<file path="src/rtl/load_store_unit.sv">
// Load/store unit between the execute stage and a handshaked data memory.
// Computes the effective address, steers store lanes and extracts/extends load data.
module load_store_unit #(
    parameter int XLEN = 32
) (
    input  logic                clk,
    input  logic                rst,
    input  logic                req_valid,
    output logic                req_ready,
    input  logic                req_is_store,
    input  logic [2:0]          req_funct3,
    input  logic [XLEN-1:0]     req_base,
    input  logic [XLEN-1:0]     req_offset,
    input  logic [XLEN-1:0]     req_wdata,
    input  logic [4:0]          req_rd,
    output logic                mem_req,
    output logic                mem_we,
    output logic [XLEN-1:0]     mem_addr,
    output logic [XLEN/8-1:0]   mem_wstrb,
    output logic [XLEN-1:0]     mem_wdata,
    input  logic                mem_gnt,
    input  logic                mem_rvalid,
    input  logic [XLEN-1:0]     mem_rdata,
    input  logic                mem_rerr,
    output logic                resp_valid,
    input  logic                resp_ready,
    output logic                resp_wen,
    output logic [4:0]          resp_rd,
    output logic [XLEN-1:0]     resp_data,
    output logic [1:0]          resp_err,
    output logic [XLEN-1:0]     resp_addr
);

    localparam int NB   = XLEN / 8;
    localparam int OFFW = $clog2(NB);

    localparam logic [2:0] ST_IDLE = 3'd0;
    localparam logic [2:0] ST_REQ  = 3'd1;
    localparam logic [2:0] ST_WAIT = 3'd2;
    localparam logic [2:0] ST_ERR  = 3'd3;
    localparam logic [2:0] ST_RESP = 3'd4;

    logic [2:0]      state_q, state_d;
    logic            we_q, we_d;
    logic [2:0]      f3_q, f3_d;
    logic [XLEN-1:0] ea_q, ea_d;
    logic [NB-1:0]   wstrb_q, wstrb_d;
    logic [XLEN-1:0] wdata_q, wdata_d;
    logic [4:0]      rd_q, rd_d;
    logic [XLEN-1:0] rdata_q, rdata_d;
    logic [1:0]      err_q, err_d;
    logic            wen_q, wen_d;

    logic [XLEN-1:0] ea_s;
    logic [OFFW-1:0] off_s;
    logic [XLEN-1:0] ld_data_s;

    function automatic logic [NB-1:0] size_mask(input logic [1:0] sz);
        logic [NB-1:0] m;
        m = '0;
        for (int i = 0; i < NB; i++) begin
            m[i] = (i < (1 << sz));
        end
        return m;
    endfunction

    // Truncate to the access size, then sign- or zero-extend to XLEN.
    function automatic logic [XLEN-1:0] extend(input logic [XLEN-1:0] s, input logic [2:0] f3);
        int              w;
        logic            sgn;
        logic [XLEN-1:0] r;
        w   = ((8 << f3[1:0]) > XLEN) ? XLEN : (8 << f3[1:0]);
        sgn = ~f3[2] & s[w-1];
        for (int i = 0; i < XLEN; i++) begin
            r[i] = (i < w) ? s[i] : sgn;
        end
        return r;
    endfunction

    function automatic logic is_illegal(input logic st, input logic [2:0] f3);
        return (f3 == 3'b111) || (st && f3[2]) ||
               ((XLEN == 32) && ((f3 == 3'b011) || (f3 == 3'b110)));
    endfunction

    function automatic logic is_misaligned(input logic [1:0] sz, input logic [2:0] lo);
        logic r;
        case (sz)
            2'b00:   r = 1'b0;
            2'b01:   r = lo[0];
            2'b10:   r = (lo[1:0] != 2'b00);
            default: r = (lo != 3'b000);
        endcase
        return r;
    endfunction

    assign ea_s      = req_base + req_offset;
    assign off_s     = ea_s[OFFW-1:0];
    assign ld_data_s = extend(mem_rdata >> {ea_q[OFFW-1:0], 3'b000}, f3_q);

    // Next-state and capture logic for the access sequencer.
    always_comb begin
        state_d = state_q;
        we_d    = we_q;
        f3_d    = f3_q;
        ea_d    = ea_q;
        wstrb_d = wstrb_q;
        wdata_d = wdata_q;
        rd_d    = rd_q;
        rdata_d = rdata_q;
        err_d   = err_q;
        wen_d   = wen_q;
        case (state_q)
            ST_IDLE: begin
                if (req_valid) begin
                    we_d    = req_is_store;
                    f3_d    = req_funct3;
                    ea_d    = ea_s;
                    rd_d    = req_rd;
                    wstrb_d = req_is_store ? (size_mask(req_funct3[1:0]) << off_s) : '0;
                    wdata_d = req_is_store ? (req_wdata << {off_s, 3'b000}) : '0;
                    rdata_d = '0;
                    wen_d   = 1'b0;
                    if (is_illegal(req_is_store, req_funct3)) begin
                        state_d = ST_ERR;
                        err_d   = 2'b10;
                    end else if (is_misaligned(req_funct3[1:0], ea_s[2:0])) begin
                        state_d = ST_ERR;
                        err_d   = 2'b01;
                    end else begin
                        state_d = ST_REQ;
                        err_d   = 2'b00;
                    end
                end else begin
                    state_d = ST_IDLE;
                end
            end
            ST_REQ: begin
                // A load may be granted and answered in the same cycle.
                if (mem_gnt && (we_q || mem_rvalid)) begin
                    state_d = ST_RESP;
                    if (!we_q) begin
                        err_d   = mem_rerr ? 2'b11 : 2'b00;
                        rdata_d = mem_rerr ? '0 : ld_data_s;
                        wen_d   = ~mem_rerr & (rd_q != 5'd0);
                    end else begin
                        err_d   = 2'b00;
                    end
                end else if (mem_gnt) begin
                    state_d = ST_WAIT;
                end else begin
                    state_d = ST_REQ;
                end
            end
            ST_WAIT: begin
                if (mem_rvalid) begin
                    state_d = ST_RESP;
                    err_d   = mem_rerr ? 2'b11 : 2'b00;
                    rdata_d = mem_rerr ? '0 : ld_data_s;
                    wen_d   = ~mem_rerr & (rd_q != 5'd0);
                end else begin
                    state_d = ST_WAIT;
                end
            end
            ST_ERR: begin
                state_d = ST_RESP;
            end
            ST_RESP: begin
                if (resp_ready) begin
                    state_d = ST_IDLE;
                end else begin
                    state_d = ST_RESP;
                end
            end
            default: begin
                state_d = ST_IDLE;
            end
        endcase
    end

    // State and captured-request registers.
    always_ff @(posedge clk or posedge rst) begin
        if (rst) begin
            state_q <= ST_IDLE;
            we_q    <= 1'b0;
            f3_q    <= 3'b000;
            ea_q    <= '0;
            wstrb_q <= '0;
            wdata_q <= '0;
            rd_q    <= 5'd0;
            rdata_q <= '0;
            err_q   <= 2'b00;
            wen_q   <= 1'b0;
        end else begin
            state_q <= state_d;
            we_q    <= we_d;
            f3_q    <= f3_d;
            ea_q    <= ea_d;
            wstrb_q <= wstrb_d;
            wdata_q <= wdata_d;
            rd_q    <= rd_d;
            rdata_q <= rdata_d;
            err_q   <= err_d;
            wen_q   <= wen_d;
        end
    end

    assign req_ready  = (state_q == ST_IDLE);
    assign mem_req    = (state_q == ST_REQ);
    assign mem_we     = we_q;
    assign mem_addr   = {ea_q[XLEN-1:OFFW], {OFFW{1'b0}}};
    assign mem_wstrb  = wstrb_q;
    assign mem_wdata  = wdata_q;
    assign resp_valid = (state_q == ST_RESP);
    assign resp_wen   = wen_q;
    assign resp_rd    = rd_q;
    assign resp_data  = rdata_q;
    assign resp_err   = err_q;
    assign resp_addr  = ea_q;

endmodule

</file>
<file path="config.mk">
export PLATFORM = sky130hd
export DESIGN_NAME = load_store_unit
export DESIGN_NICKNAME = d
export VERILOG_FILES = /design/src/rtl/load_store_unit.sv
export SDC_FILE = /design/constraint.sdc
export NUM_CORES = 1
export LEC_CHECK = 0
export ABC_CLOCK_PERIOD_IN_PS = 3000
export BUFFER_PORTS_ARGS = -buffer_cell sky130_fd_sc_hd__buf_4
export CAP_MARGIN = 20
export CORE_MARGIN = 2
export CORE_UTILIZATION = 30
export CTS_BUF_LIST = sky130_fd_sc_hd__clkbuf_2
export CTS_CLUSTER_SIZE = 10
export DETAILED_ROUTE_END_ITERATION = 7
export PLACE_DENSITY_LB_ADDON = 0.12
export SLEW_MARGIN = 20
export SYNTH_ARGS = -nofsm -noshare
export SYNTH_HDL_FRONTEND = slang
export SYNTH_SLANG_ARGS = --single-unit
</file>
<file path="constraint.sdc">
create_clock -name clk -period 3 [get_ports clk]
set_input_delay 0 -clock clk [delete_from_list [all_inputs] [get_ports clk]]
set_output_delay 0 -clock clk [all_outputs]
set_load 0.01 [all_outputs]
</file>
==> impl.org, run 1 <==
** STA
- Headroom to the max-slew limit :: 50.13%
- Worst Skew :: 40.88 ps
- Summed over all failing endpoints, the final setup total negative slack is 0 ps.
- Setup violations remaining at the end of the flow were counted as 0.
- For the pin with the worst max-slew slack, the measured transition is 746.5 ps.
- Crit path time final :: between 2000 and 3000 ps
- Setup repair after global routing missed its margin :: false
- The final-report hold violation count is 0.
- Fin. max-slew vios :: 0
- Part of the cycle the worst path needs :: 95.37%
- Maximum clock rate :: 349.5 MHz

** Power and ir drop
- In this run switching power makes up 39.55% of total power.
- Net load switching power :: 0.003554 W
- After layout, the design draws a total of about 0.009 W.
- Maximum ir drop on the vdd rail :: ~0.00035 V
- The clock network burns 13.4% of the power.
- In this run, flip-flops and latches consume 31.4% of the power.
- Power density cells :: 759.9 nW/um2
- Combinational logic is responsible for 55.2% of the overall power.
- Total leakage power :: 5.717 nW
- Internal :: around 0.0054 W

** Route
- Count of unresolved DRC violations after routing :: 0
- Number of nets still failing antenna checks after routing :: 0
- Post-DR vias/cell :: 4.783
- Number of detailed-routing iterations run before antenna repair :: 7
- Initial detailed-routing violation count :: ~380
- Average wire per cell in the routed design :: 16.02 um
- The routed layout has 7509 vias.
- Aggregate routed wire length :: 25160 um

** Synthesis
- Synthesized cell area :: 7061 um2
- The synthesized netlist contains 55 unique library cells.
- Counting every instance in the synthesized netlist gives 768.
- Mean cell area of the mapped netlist :: 9.193 um2
- Share of synthesized registers carrying an async set or reset :: 100.0%
- Number of flops mapped to enable cells by yosys :: 0
- Sequential share of the synthesized area :: 40.76%
- The most used flip-flop cell after synthesis is dfrtp_1.
- Post-synthesis register bit count :: 115
- For this run, the number of Yosys warnings is 0.

** Worst setup path
- STA classifies the critical path startpoint as a primary input.
- Sort of element at the end of the critical path :: register
- Along the worst path, the maximum fanout reaches 5.
- Arrival time of data at the critical path endpoint :: about 3500 ps
- By startpoint and endpoint, the worst setup path is classified as primary input to register.
- Required time at the worst-slack endpoint :: between 3000 and 4000 ps

** Floorplan
- # rows :: 56
- In this run the count of I/O pins placed on the die edge is 288.
- The initial utilization of the core area, before any placement, comes to 30.35%.
- The core region is ~23000 um2.
- X dimension of the die :: between 150 and 200 um
- The die covers approximately 25000 um2.
- In this run the vertical extent of the chip is 157.4 um.

** Final layout
- Post-route core utilization :: roughly half
- The post-route netlist has between 20% and 30% of its cells at a drive strength greater than 1.
- Layout net count :: 1412
- The finished layout holds 1570 standard cells, fillers aside.
- Area Growth Syn to Fin :: 67.50%
- Post-layout instance area :: about 12000 um2

** Global route
- The first global-routing pass estimated about 40000 um of wire.
- Overflow after GRT :: 0
- The initial antenna violation count was 2.
- Maximum number of pins on one net before global-route repair :: 110
- Global routing usage summed across all routing layers :: 19.99%
- Vias in the first global route :: roughly 7500

** CTS
- Post-CTS Setup Inserts :: 0
- H-tree levels :: 4
- Clock tree synthesis found a total of 115 sinks.
- TritonCTS clock tree :: done
- After clock tree synthesis, the clock-pin slew on the worst setup and hold paths is around 200 ps.
- The tree is rooted in a clkbuf_2.
- In this run the deepest clock path goes through 2 buffers.
- Clock latency reported for the late side of the worst-skew pair :: between 600 and 700 ps
- TritonCTS Buffers :: 17

** Place
- Once placement finished, the instance area stood at 9363 um2.
- Routability congestion estimate from global placement :: 0.7862
- Input and output buffers added on the ports amount to 285.
- Dpl cells :: 1319
- Summed over all nets, the half-perimeter wirelength after detailed placement is 17570 um.

** Status
- The run finished with clean final reports.

** Hold path
- Worst min-delay path class :: primary input to register

** Run
- Max Cap Violations :: 0
state kept, by name, summed over array words and instances, names as in the netlist:
register	flops
mem_wstrb	4
resp_addr	32
resp_data	32
resp_err	2
f3_q	3
resp_wen	1
mem_we	1
resp_rd	5
state_q	3
mem_wdata	32
power by group through the flow:
stage / sequential (W) / clock [W] / combinational, W
after floorplan: 0.00298 / 0 / 0.00224
after global placement: 0.00286 / 0 / 0.00429
after detailed placement: 0.00286 / 0 / 0.00431
after CTS: 0.00283 / 0.00125 / 0.00497
after global routing: 0.00293 / 0.00132 / 0.00542
final: 0.00282 / 0.00121 / 0.00496
final cells by class:
type | instances | area, um2
Antenna cell | 3 | 7.507
Clock buffer | 18 | 90.09
Clock inverter | 14 | 186.4
Fill cell | 2222 | 11440
Inverter | 15 | 60.06
Multi-Input combinational cell | 569 | 3765
Sequential cell | 115 | 2878
Tap cell | 319 | 399.1
Timing Repair Buffer | 517 | 4441
path summary, 6_finish.rpt:
check	startpoint	end	slack, ps	depth (start not counted)
worst max-delay path	req_base[2]	resp_addr[31]$_DFFE_PP0P_	140	12
worst min register to register	mem_wstrb[0]$_DFFE_PP0P_	mem_wstrb[0]$_DFFE_PP0P_	510	1
worst max register to register	state_q[2]$_DFF_PP0_	mem_wdata[18]$_DFFE_PP0P_	300	8
worst min-delay path	req_base[5]	resp_addr[6]$_DFFE_PP0P_	70	6
min in group asynchronous	rst	resp_data[10]$_DFFE_PP0P_	550	4
max in group asynchronous	rst	resp_addr[0]$_DFFE_PP0P_	1500	5
Yosys cell counts (2+ instances only):
library cell	count	area (um2)
nand2_1	134	503.0
dfrtp_1	115	2878
o21ai_0	72	360.4
a21oi_1	47	235.2
a22o_1	42	367.9
clkbuf_1	34	127.6
mux2i_1	34	340.3
buf_4	32	240.2
ha_1	32	400.4
nor2_1	29	108.9
o21ai_1	23	115.1
a21o_1	16	120.1
xor2_1	15	131.4
xnor2_1	14	122.6
inv_1	13	48.80
o211ai_1	10	75.07
o21a_1	9	67.56
a22oi_1	8	60.06
a31oi_1	8	50.05
mux2_2	8	90.09
mux4_2	8	180.2
nor3_1	8	40.04
and3_1	4	25.02
nand2b_1	4	25.02
nand3_1	4	20.02
nand4_1	4	25.02
nor2b_1	4	25.02
buf_1	3	11.26
or3_1	3	18.77
a21boi_1	2	15.01
inv_2	2	7.510
o2111ai_1	2	17.52
o21bai_1	2	15.01
or4_1	2	15.01
cells in the final DEF, fill, tap and decap left out, types with 9 or more instances in the layout:
cell type / instances
a21o_1: 16
o21a_1: 9
clkbuf_2: 18
a21oi_1: 46
mux2i_1: 34
o211ai_1: 10
buf_4: 299
ha_1: 32
xor2_1: 15
xnor2_1: 14
dfrtp_1: 115
o21ai_1: 23
dlygate4sd3_1: 216
a22o_1: 42
nor2_1: 28
inv_1: 12
nand2_1: 133
o21ai_0: 72
routing by layer:
metal / up-vias / GRT usage, % / routed length (um)
li1: 3680 / - / -
met4: 0 / 6.190 / 486
met1: 3552 / 25.88 / 11080
met5: - / 0 / 0
met3: 40 / 3.937 / 1262
met2: 237 / 33.65 / 12330
per-stage QoR:
stage / setup WS, ps / hold slack [ps]
floorplan: 767.1 / 97.08
global placement: 348.5 / 169.4
detailed placement: 306.6 / 171.9
CTS: 31.38 / 1.177
global route: 1.004 / 12.95
finish: 139.0 / 67.25
worst max-delay path, stage by stage:
cell	delay, ps
dlygate4sd3_1	530
buf_4	140
ha_1	200
dlygate4sd3_1	570
a21oi_2	180
o21ai_1	140
o31a_1	390
o2111ai_1	310
nand2_1	110
a211o_1	300
o211ai_1	70
dlygate4sd3_1	560
cell families (layout without fill, tap and decap cells):
kind of cell    count (synthesis)  after routing  synth area share, %
compound gates                255            255                22.95
xor+xnor                       29             29                3.597
fa+ha+maj                      33             33                5.954
buf+inv                        85            564                6.238
flops                         115            115                40.76
mux                            50             50                8.648
other cells                     1              5              0.05311
simple gates                  200            200                11.80
timing repair:
item,4_1_cts,5_1_grt
hold buffers,216,0
endpoints found under the setup margin,0,13
resized for setup,0,4
endpoints found under the hold margin,230,0
No activity file was read; power rests on OpenSTA's default activity.
==> inputs of run 2 (changes only) <==
--- a/config.mk
+++ b/config.mk
@@ -5,7 +5,7 @@
 export SDC_FILE = /design/constraint.sdc
 export NUM_CORES = 1
 export LEC_CHECK = 0
-export ABC_CLOCK_PERIOD_IN_PS = 3000
+export ABC_CLOCK_PERIOD_IN_PS = 2450
 export BUFFER_PORTS_ARGS = -buffer_cell sky130_fd_sc_hd__buf_4
 export CAP_MARGIN = 20
 export CORE_MARGIN = 2
==> constraint.sdc (replaced) <==
create_clock -name clk -period 2.45 [get_ports clk]
set_input_delay 0 -clock clk [delete_from_list [all_inputs] [get_ports clk]]
set_output_delay 0 -clock clk [all_outputs]
set_load 0.01 [all_outputs]
==> run 2 against run 1 <==
Against the previous run:
- the flow now finishes with violations (setup timing)
- clock power increased by 17%
- hold slack improved by 40 ps
- global-route usage decreased by 0.36 points
- critical path depth unchanged
- via count shrank 1.2%
- largest cell class unchanged
- utilization down 0.44 points
- critical path type unchanged
- clock-buffer cell count is 1 lower
- design area fell by 0.86%
- flip-flop and latch count unchanged
==> impl.org, run 2 (same netlist as run 1, synthesis figures left out) <==
** CTS
- Number of buffers between clock root and the deepest sink :: 2 (unchanged)
- TritonCTS Buffers :: 17 (unchanged)
- The clock latency on the worst-skew pair came to 680 ps (about the same).
- Clock sink count :: 115 (unchanged)
- H-tree levels :: 4 (unchanged)
- Post-CTS Setup Inserts :: 0 (unchanged)
- Root buffer selected by CTS :: clkbuf_2
- TritonCTS clock tree :: done
- CTS clk-pin slew, worst paths :: 200 ps (about the same)

** Floorplan
- # rows :: 56 (unchanged)
- The horizontal extent of the die is 157.4 um (unchanged).
- Core box area :: 23260 um2 (unchanged)
- The floorplan die area came to 24780 um2 (unchanged).
- The y dimension of the die came to 157.4 um (unchanged).
- The count of boundary I/O pins came to 288 (unchanged).
- Initial core utilization :: 30.35% (unchanged)

** Worst setup path
- Cell family contributing the most delay on the critical path :: compound AO/OA/AOI/OAI gates
- The worst endpoint data arrival time came to 3070 ps (-430 ps).
- CP Class :: primary input to register
- The required time at the worst-slack endpoint was 3060 ps (-580 ps).
- Worst Path Max Fanout :: 5 (unchanged)
- Bufs and invs on worst path :: 3 (-1)
- STA classifies the critical path endpoint as a register.
- The slowest stage of the critical path is the dlygate4sd3_1 cell.
- CP Launch Type :: primary input
- Critical path's largest stage delay :: 600 ps (+30 ps)
- The signal on the critical path passes through buf_4 > ha_1 > dlygate4sd3_1 > a21oi_1 > a2bb2oi_1 > nand2_1 > o31a_1 > o2111ai_2 > nand2_1 > a211o_1 > o211ai_1 > dlygate4sd3_1.

** Final layout
- Most frequent standard cell in the layout excluding fill and tap cells :: buf_4
- Fraction of final layout cells sized beyond drive strength 1 :: 31.35% (+2.9 points)
- Multi-input gate area in the final layout :: 3797 um2 (+0.86%)
- Sequential Area :: 2878 um2 (unchanged)
- Area Growth Syn to Fin :: 66.06%
- The number of standard cells in the final layout excluding fillers was 1562 (-0.51%).
- The fill cell instance count of the final layout was 2216 (-0.27%).
- The final net count came to 1405 (-0.50%).
- Top library cells by usage in the layout, fill and taps aside :: buf_4, dlygate4sd3_1, nand2_1

** Power and ir drop
- The power density normalized to cell area was 928.4 nW/um2 (+22%).
- Portion of total power attributed to sequential cells :: 31.4% (about the same)
- The switching component of the power was 0.004376 W (+23%).
- Total leakage power :: 5.680 nW (-0.63%)
- The power share of the combinational group was 55.6% (+0.4 points).
- Internal :: 0.006510 W (+20%)
- The worst ir drop on vdd was 0.0003683 V (+5.7%).
- Switching portion of total power :: 40.20% (+0.65 points)
- Clk network pwr share :: 13.0% (-0.4 points)

** STA
- Maximum clock rate :: roughly 400 MHz
- Part of the cycle the worst path needs :: 100.3%
- Worst Skew :: 42.69 ps (+1.808 ps)
- Crit path time final :: 2457 ps
- The total setup violations reported at the end of the flow is 1 (+1).
- Worst-case setup margin in the final layout :: -7.220 ps (-146.2 ps)
- The worst hold slack came to 107.4 ps (+40.12 ps).
- The number of pins with negative max-slew slack in the final report is 0 (unchanged).
- Setup repair after global routing missed its margin :: false
- Total count of hold-check failures in the final report :: 0 (unchanged)
- The setup TNS came to -7.220 ps (-7.220 ps).
- The transition time of the tightest slew-check pin was 536.0 ps (-210.4 ps).
- Headroom to the max-slew limit :: 64.26% (+14 points)

** Global route
- The maximum number of pins on one net before global-route repair came to 89 (-19%).
- The overall global routing resource usage was 19.64% (-0.36 points).
- The number of global-route vias before repair was 7434 (-0.96%).
- Overflow after GRT :: 0 (unchanged)
- The wire length of the first global-routing pass is 38380 um (-1.8%).
- Antenna violations before repair :: 1 (-1)

** Route
- Initial detailed-routing violation count :: 381 (+1.3%)
- Count of unresolved DRC violations after routing :: 0 (unchanged)
- The remaining antenna violation count came to 0 (unchanged).
- Number of detailed-routing iterations run before antenna repair :: 4 (-3)
- Count of vias placed by the detailed router :: 7421 (-1.2%)
- Post-DR vias/cell :: 4.751 (-0.67%)
- Average wire per cell in the routed design :: 15.95 um (-0.48%)
- Aggregate routed wire length :: 24910 um (-0.99%)

** Place
- Dpl cells :: 1347 (+2.1%)
- Estimated wirelength of the detail-placed design :: 17860 um (+1.7%)
- The placer congestion estimate came to 0.8045 (+2.3%).
- Pre-CTS worst setup slack :: -24.19 ps (-330.8 ps)
- The number of port buffers is 285 (unchanged).

** Hold path
- Worst min-delay path class :: primary input to register

** Status
- The final reports fail on setup timing.
- Result of the run :: finished, violations left

** Run
- The max-cap check violation count is 0 (unchanged).
## run 2: changes by cell type in the layout (fill, tap and decap cells not counted), moves of 2 or more
| cell | before | now |
|---|---|---|
| o21ai_0 | 72 | 70 |
| buf_12 | 1 | 3 |
| clkinv_1 | 3 | 1 |
| dlygate4sd3_1 | 216 | 181 |
| clkinvlp_4 | 3 | 5 |
| inv_6 | 1 | 3 |
| buf_4 | 299 | 326 |
## run 2: final cells by class
type	count	share of cell area, %
clock inverters	15	1.547
well taps	319	3.404
flip-flops and latches	115	24.54
inverters	15	0.5122
repair buffers	510	36.84
multi-input cells	569	32.39
diodes	2	0.04268
clock buffers	17	0.7256
## run 2: power by group through the flow
stage / clock, W / combinational [W] / sequential (W)
after floorplan: 0 / 0.00274 / 0.00365
after global placement: 0 / 0.00540 / 0.00346
after detailed placement: 0 / 0.00541 / 0.00347
after CTS: 0.00148 / 0.00605 / 0.00343
after global routing: 0.00156 / 0.00660 / 0.00355
final: 0.00142 / 0.00605 / 0.00342
## run 2: tightest hold or removal path, stage by stage
cell	delay, ps
buf_4	80
ha_1	160
a21oi_1	70
o221ai_1	70
a21o_1	170
xnor2_1	130
o21ai_0	60
## run 2: final timing paths
| path | startpoint | to | slack, ps | cells past startpoint |
|---|---|---|---|---|
| worst min-delay path | req_offset[20] | resp_addr[21]$_DFFE_PP0P_ | 110 | 7 |
| max in group asynchronous | rst | mem_wdata[3]$_DFFE_PP0P_ | 1470 | 5 |
| worst min register to register | resp_data[5]$_DFFE_PP0P_ | resp_data[5]$_DFFE_PP0P_ | 510 | 2 |
| min in group asynchronous | rst | resp_addr[25]$_DFFE_PP0P_ | 530 | 5 |
| worst max-delay path | req_base[9] | resp_addr[31]$_DFFE_PP0P_ | -7 | 12 |
| worst max register to register | resp_addr[0]$_DFFE_PP0P_ | resp_data[2]$_DFFE_PP0P_ | 240 | 5 |
## run 2: metal layers
| metal | track usage, % | vias up | wire, um |
|---|---|---|---|
| met5 | 0 | - | 0 |
| met4 | 5.541 | 0 | 401 |
| met3 | 3.855 | 26 | 1148 |
| met2 | 32.63 | 226 | 11860 |
| met1 | 25.98 | 3512 | 11500 |
| li1 | - | 3657 | - |
## run 2: repair_timing
item	in CTS	in global routing
endpoints found under the hold margin	230	0
endpoints found under the setup margin	0	15
gates resized for setup	0	10
hold buffers	181	0
## run 2: metrics by stage
stage	util [%]	area [um2]	total power, W
after CTS	50.19	11680	0.01096
after global routing	50.39	11720	0.01171
after detailed placement	41.26	9598	0.008880
after global placement	41.26	9598	0.008859
final	50.40	11730	0.01089
after floorplan	-	7068	0.006394
==> inputs of run 3 (changes only) <==
--- a/config.mk
+++ b/config.mk
@@ -10,10 +10,11 @@
 export CAP_MARGIN = 20
 export CORE_MARGIN = 2
 export CORE_UTILIZATION = 30
-export CTS_BUF_LIST = sky130_fd_sc_hd__clkbuf_2
+export CTS_BUF_LIST = sky130_fd_sc_hd__clkbuf_4 sky130_fd_sc_hd__clkbuf_8 sky130_fd_sc_hd__clkbuf_16
 export CTS_CLUSTER_SIZE = 10
 export DETAILED_ROUTE_END_ITERATION = 7
 export PLACE_DENSITY_LB_ADDON = 0.12
+export SETUP_SLACK_MARGIN = 0.1
 export SLEW_MARGIN = 20
 export SYNTH_ARGS = -nofsm -noshare
 export SYNTH_HDL_FRONTEND = slang
==> run 3 against run 2 <==
Against the previous run:
- the run now ends clean
- die area unchanged
- sequential power about the same
- flip-flop and latch count unchanged
- fmax is 21% higher
- clock-buffer cell count up 1
- register-to-register slack improved by 180 ps
- design area is 7.2% lower
- sequential share of layout area is 1.9 points higher
- clock skew decreased by 33 ps
- clock power up 84%
- hold slack lost 72 ps
- largest cell class is now multi-input combinational cells
==> impl.org, run 3 (same netlist as run 1, synthesis figures left out) <==
** STA
- Headroom to the max-slew limit :: 58.82% (-5.4 points)
- Maximum clock rate :: 493.7 MHz (+21%)
- Worst-case setup margin in the final layout :: 424.3 ps (+431.5 ps)
- Crit path time final :: 2026 ps (-431.5 ps)
- The number of pins with negative max-slew slack in the final report is 0 (unchanged).
- Total negative slack :: 0 ps (+7.220 ps)
- The final clock period utilization by the worst path was 82.68% (-18 points).
- The total setup violations reported at the end of the flow came to 0 (-1).
- The final-report hold violation count was 0 (unchanged).
- Setup repair after global routing left no endpoint under its margin.
- The clock skew after layout is 9.353 ps (-33.34 ps).
- Transition time at the pin with the least slew margin :: 612.9 ps (+76.91 ps)

** Worst setup path
- Critical Path, Cell by Cell :: inv_2 > or3_1 > a21oi_1 > or3b_1 > nor2_2 > buf_4 > a22o_1
- Reg2reg path depth :: 7 (+2)
- Worst Path Max Fanout :: 16 (+11)
- Worst-case register-to-register setup slack :: 420 ps (+180 ps)
- The kind of cell with the highest combined delay along the critical path is simple AND/OR/NAND/NOR gates.
- Endpoint of the most critical register-to-register path :: resp_data[16]$_DFFE_PP0P_
- The required time at the worst-slack endpoint came to 2790 ps (-270 ps).
- The worst setup path is captured at a register.
- Crit. Startpoint :: state_q[0]$_DFF_PP0_
- Startpoint of the worst register-to-register path :: state_q[0]$_DFF_PP0_
- The worst setup path is launched from a register.
- Bufs and invs on worst path :: 2 (-1)
- The worst setup path is of the register to register kind.
- The slowest stage of the critical path is the or3b_1 cell.
- The worst stage delay on the critical path came to 430 ps (-170 ps).
- Arrival time of data at the critical path endpoint :: 2370 ps (-700 ps)

** Power and ir drop
- Internal :: 0.007135 W (+9.6%)
- The worst ir drop on vdd was 0.0003815 V (+3.6%).
- The share of total power in sequential cells was 29.8% (-1.6 points).
- Total leakage power :: 5.352 nW (-5.8%)
- The power density normalized to cell area came to 1058 nW/um2 (+14%).
- Total Power :: 0.01151 W (+5.7%)
- Clk network pwr share :: 22.7% (+9.7 points)
- The switching share of total power was 38.01% (-2.2 points).
- Net load switching power :: 0.004374 W (about the same)
- Combinational share of power :: 47.6% (-8.0 points)

** Route
- Metal-1 WL :: 10980 um (-4.5%)
- The length of the first detailed-routing pass in iterations came to 4 (unchanged).
- Aggregate routed wire length :: 23680 um (-5.0%)
- Count of unresolved DRC violations after routing :: 0 (unchanged)
- The via density per instance is 4.786 (+0.75%).
- The routed length on met2 is 11290 um (-4.8%).
- The remaining antenna violation count is 0 (unchanged).
- The routed wirelength normalized by instance count came to 16.36 um (+2.6%).
- Signal routing reaches up to met4.
- The DRC violation total after the first TritonRoute iteration is 320 (-16%).
- Count of vias placed by the detailed router :: 6926 (-6.7%)
- Met3 wirelength from detailed routing :: 1275 um (+11%)

** CTS
- CTS clk-pin slew, worst paths :: 60 ps (-140 ps)
- The clock latency on the worst-skew pair was 410 ps (-270 ps).
- The number of buffers created by CTS was 17 (unchanged).
- H-tree levels :: 4 (unchanged)
- TritonCTS clock tree :: done
- The total number of clock tree sinks was 115 (unchanged).
- Root buffer selected by CTS :: clkbuf_16
- The maximum count of clock buffers along a single path was 2 (unchanged).

** Floorplan
- The standard cell core area came to 23260 um2 (unchanged).
- Die Area :: 24780 um2 (unchanged)
- The starting density of the core was 30.35% (unchanged).
- X dimension of the die :: 157.4 um (unchanged)
- Die H :: 157.4 um (unchanged)
- The placement row count was 56 (unchanged).
- The count of boundary I/O pins is 288 (unchanged).

** Global route
- Vias in the first global route :: 6851 (-7.8%)
- The overall global routing resource usage was 18.86% (-0.78 points).
- The initial antenna violation count is 0 (-1).
- First-pass GRT wire length :: 36490 um (-4.9%)
- The maximum number of pins on one net before global-route repair was 89 (unchanged).
- The leftover overflow at the end of global routing is 0 (unchanged).

** Final layout
- The area growth from synthesis to layout is 54.10%.
- Leaving out fill and tap cells, the most frequent cells in the layout are buf_4, nand2_1, dfrtp_1.
- Layout net count :: 1290 (-8.2%)
- Most frequent standard cell in the layout excluding fill and tap cells :: buf_4
- Post-route core utilization :: 46.77% (-3.6 points)
- Post-layout instance area :: 10880 um2 (-7.2%)
- Fraction of final layout cells sized beyond drive strength 1 :: 34.01% (+2.7 points)
- The fill cell instance count of the final layout was 2272 (+2.5%).

** Place
- Instance area at placement :: 9598 um2 (unchanged)
- Routability congestion estimate from global placement :: 0.8045 (unchanged)
- Pre-CTS worst setup slack :: -24.19 ps (unchanged)
- Count of buffers inserted at the top-level ports :: 285 (unchanged)
- The HPWL after detailed placement is 17860 um (unchanged).

** Hold path
- The worst hold path belongs to the class primary input to register.
- Hold Startpoint :: req_wdata[28]
- The number of cells traversed by the worst hold path came to 3 (-4).
- For hold timing, the worst endpoint is mem_wdata[28]$_DFFE_PP0P_.

** Run
- The max-cap check violation count is 0 (unchanged).

** Status
- Result of the run :: complete, no violations
[run 3: cell types whose count changed in the layout (fill, tap and decap cells not counted), sizes merged]
cell / before / now
clkinv: 5 / 4
clkbuf: 17 / 18
dlygate4sd3: 181 / 66
[run 3: worst max-delay path by stage]
| stage | to | slack (ps) | depth (start not counted) |
|---|---|---|---|
| 3_3_place_gp | resp_addr[28]$_DFFE_PP0P_ | 20 | 11 |
| 3_5_place_dp | resp_addr[28]$_DFFE_PP0P_ | -20 | 11 |
| 5_1_grt | resp_addr[30]$_DFFE_PP0P_ | 240 | 12 |
| 4_1_cts | resp_data[16]$_DFFE_PP0P_ | 410 | 7 |
| 2_1_floorplan | resp_addr[30]$_DFFE_PP0P_ | 220 | 10 |
| 6_report | resp_data[16]$_DFFE_PP0P_ | 420 | 7 |
[run 3: tightest hold or removal path: cells and delay by family]
family	cells	cell delay, ps
buffers and inverters	1	70
AOI/OAI and AO/OA	1	110
muxes	1	220
[run 3: what timing repair did]
| item | 4_1_cts | 5_1_grt |
|---|---|---|
| hold endpoints to repair | 172 | 0 |
| hold buffers | 66 | 0 |
| setup buffers | 0 | 0 |
| gates resized for setup | 0 | 0 |
[run 3: power by group through the flow]
stage / combinational (W) / clock (W) / sequential (W)
final: 0.00548 / 0.00261 / 0.00342
after CTS: 0.00554 / 0.00268 / 0.00345
after floorplan: 0.00274 / 0 / 0.00365
after detailed placement: 0.00541 / 0 / 0.00347
after global routing: 0.00600 / 0.00276 / 0.00356
after global placement: 0.00540 / 0 / 0.00346
[run 3: cell type report]
cell class / instances / area (um2) / share of cell area (%)
Multi-Input combinational cell: 569 / 3754 / 34.50
Timing Repair Buffer: 395 / 3168 / 29.12
Sequential cell: 115 / 2878 / 26.45
Clock buffer: 18 / 439.2 / 4.036
Tap cell: 319 / 399.1 / 3.668
Clock inverter: 14 / 177.7 / 1.633
Inverter: 15 / 60.06 / 0.5520
Antenna cell: 2 / 5.005 / 0.04600
[run 3: metal layers]
layer | vias to the layer above | track usage [%]
li1 | 3429 | -
met1 | 3241 | 25.52
met2 | 246 | 30.90
met3 | 10 | 3.772
met4 | 0 | 4.632
met5 | - | 0
[run 3: through the flow]
| stage | hold slack (ps) | cells |
|---|---|---|
| floorplan | 97.08 | 769 |
| global placement | 118.2 | 1347 |
| detailed placement | 118.3 | 1347 |
| CTS | 11.17 | 1445 |
| global route | 24.13 | 1445 |
| finish | 35.06 | 1447 |
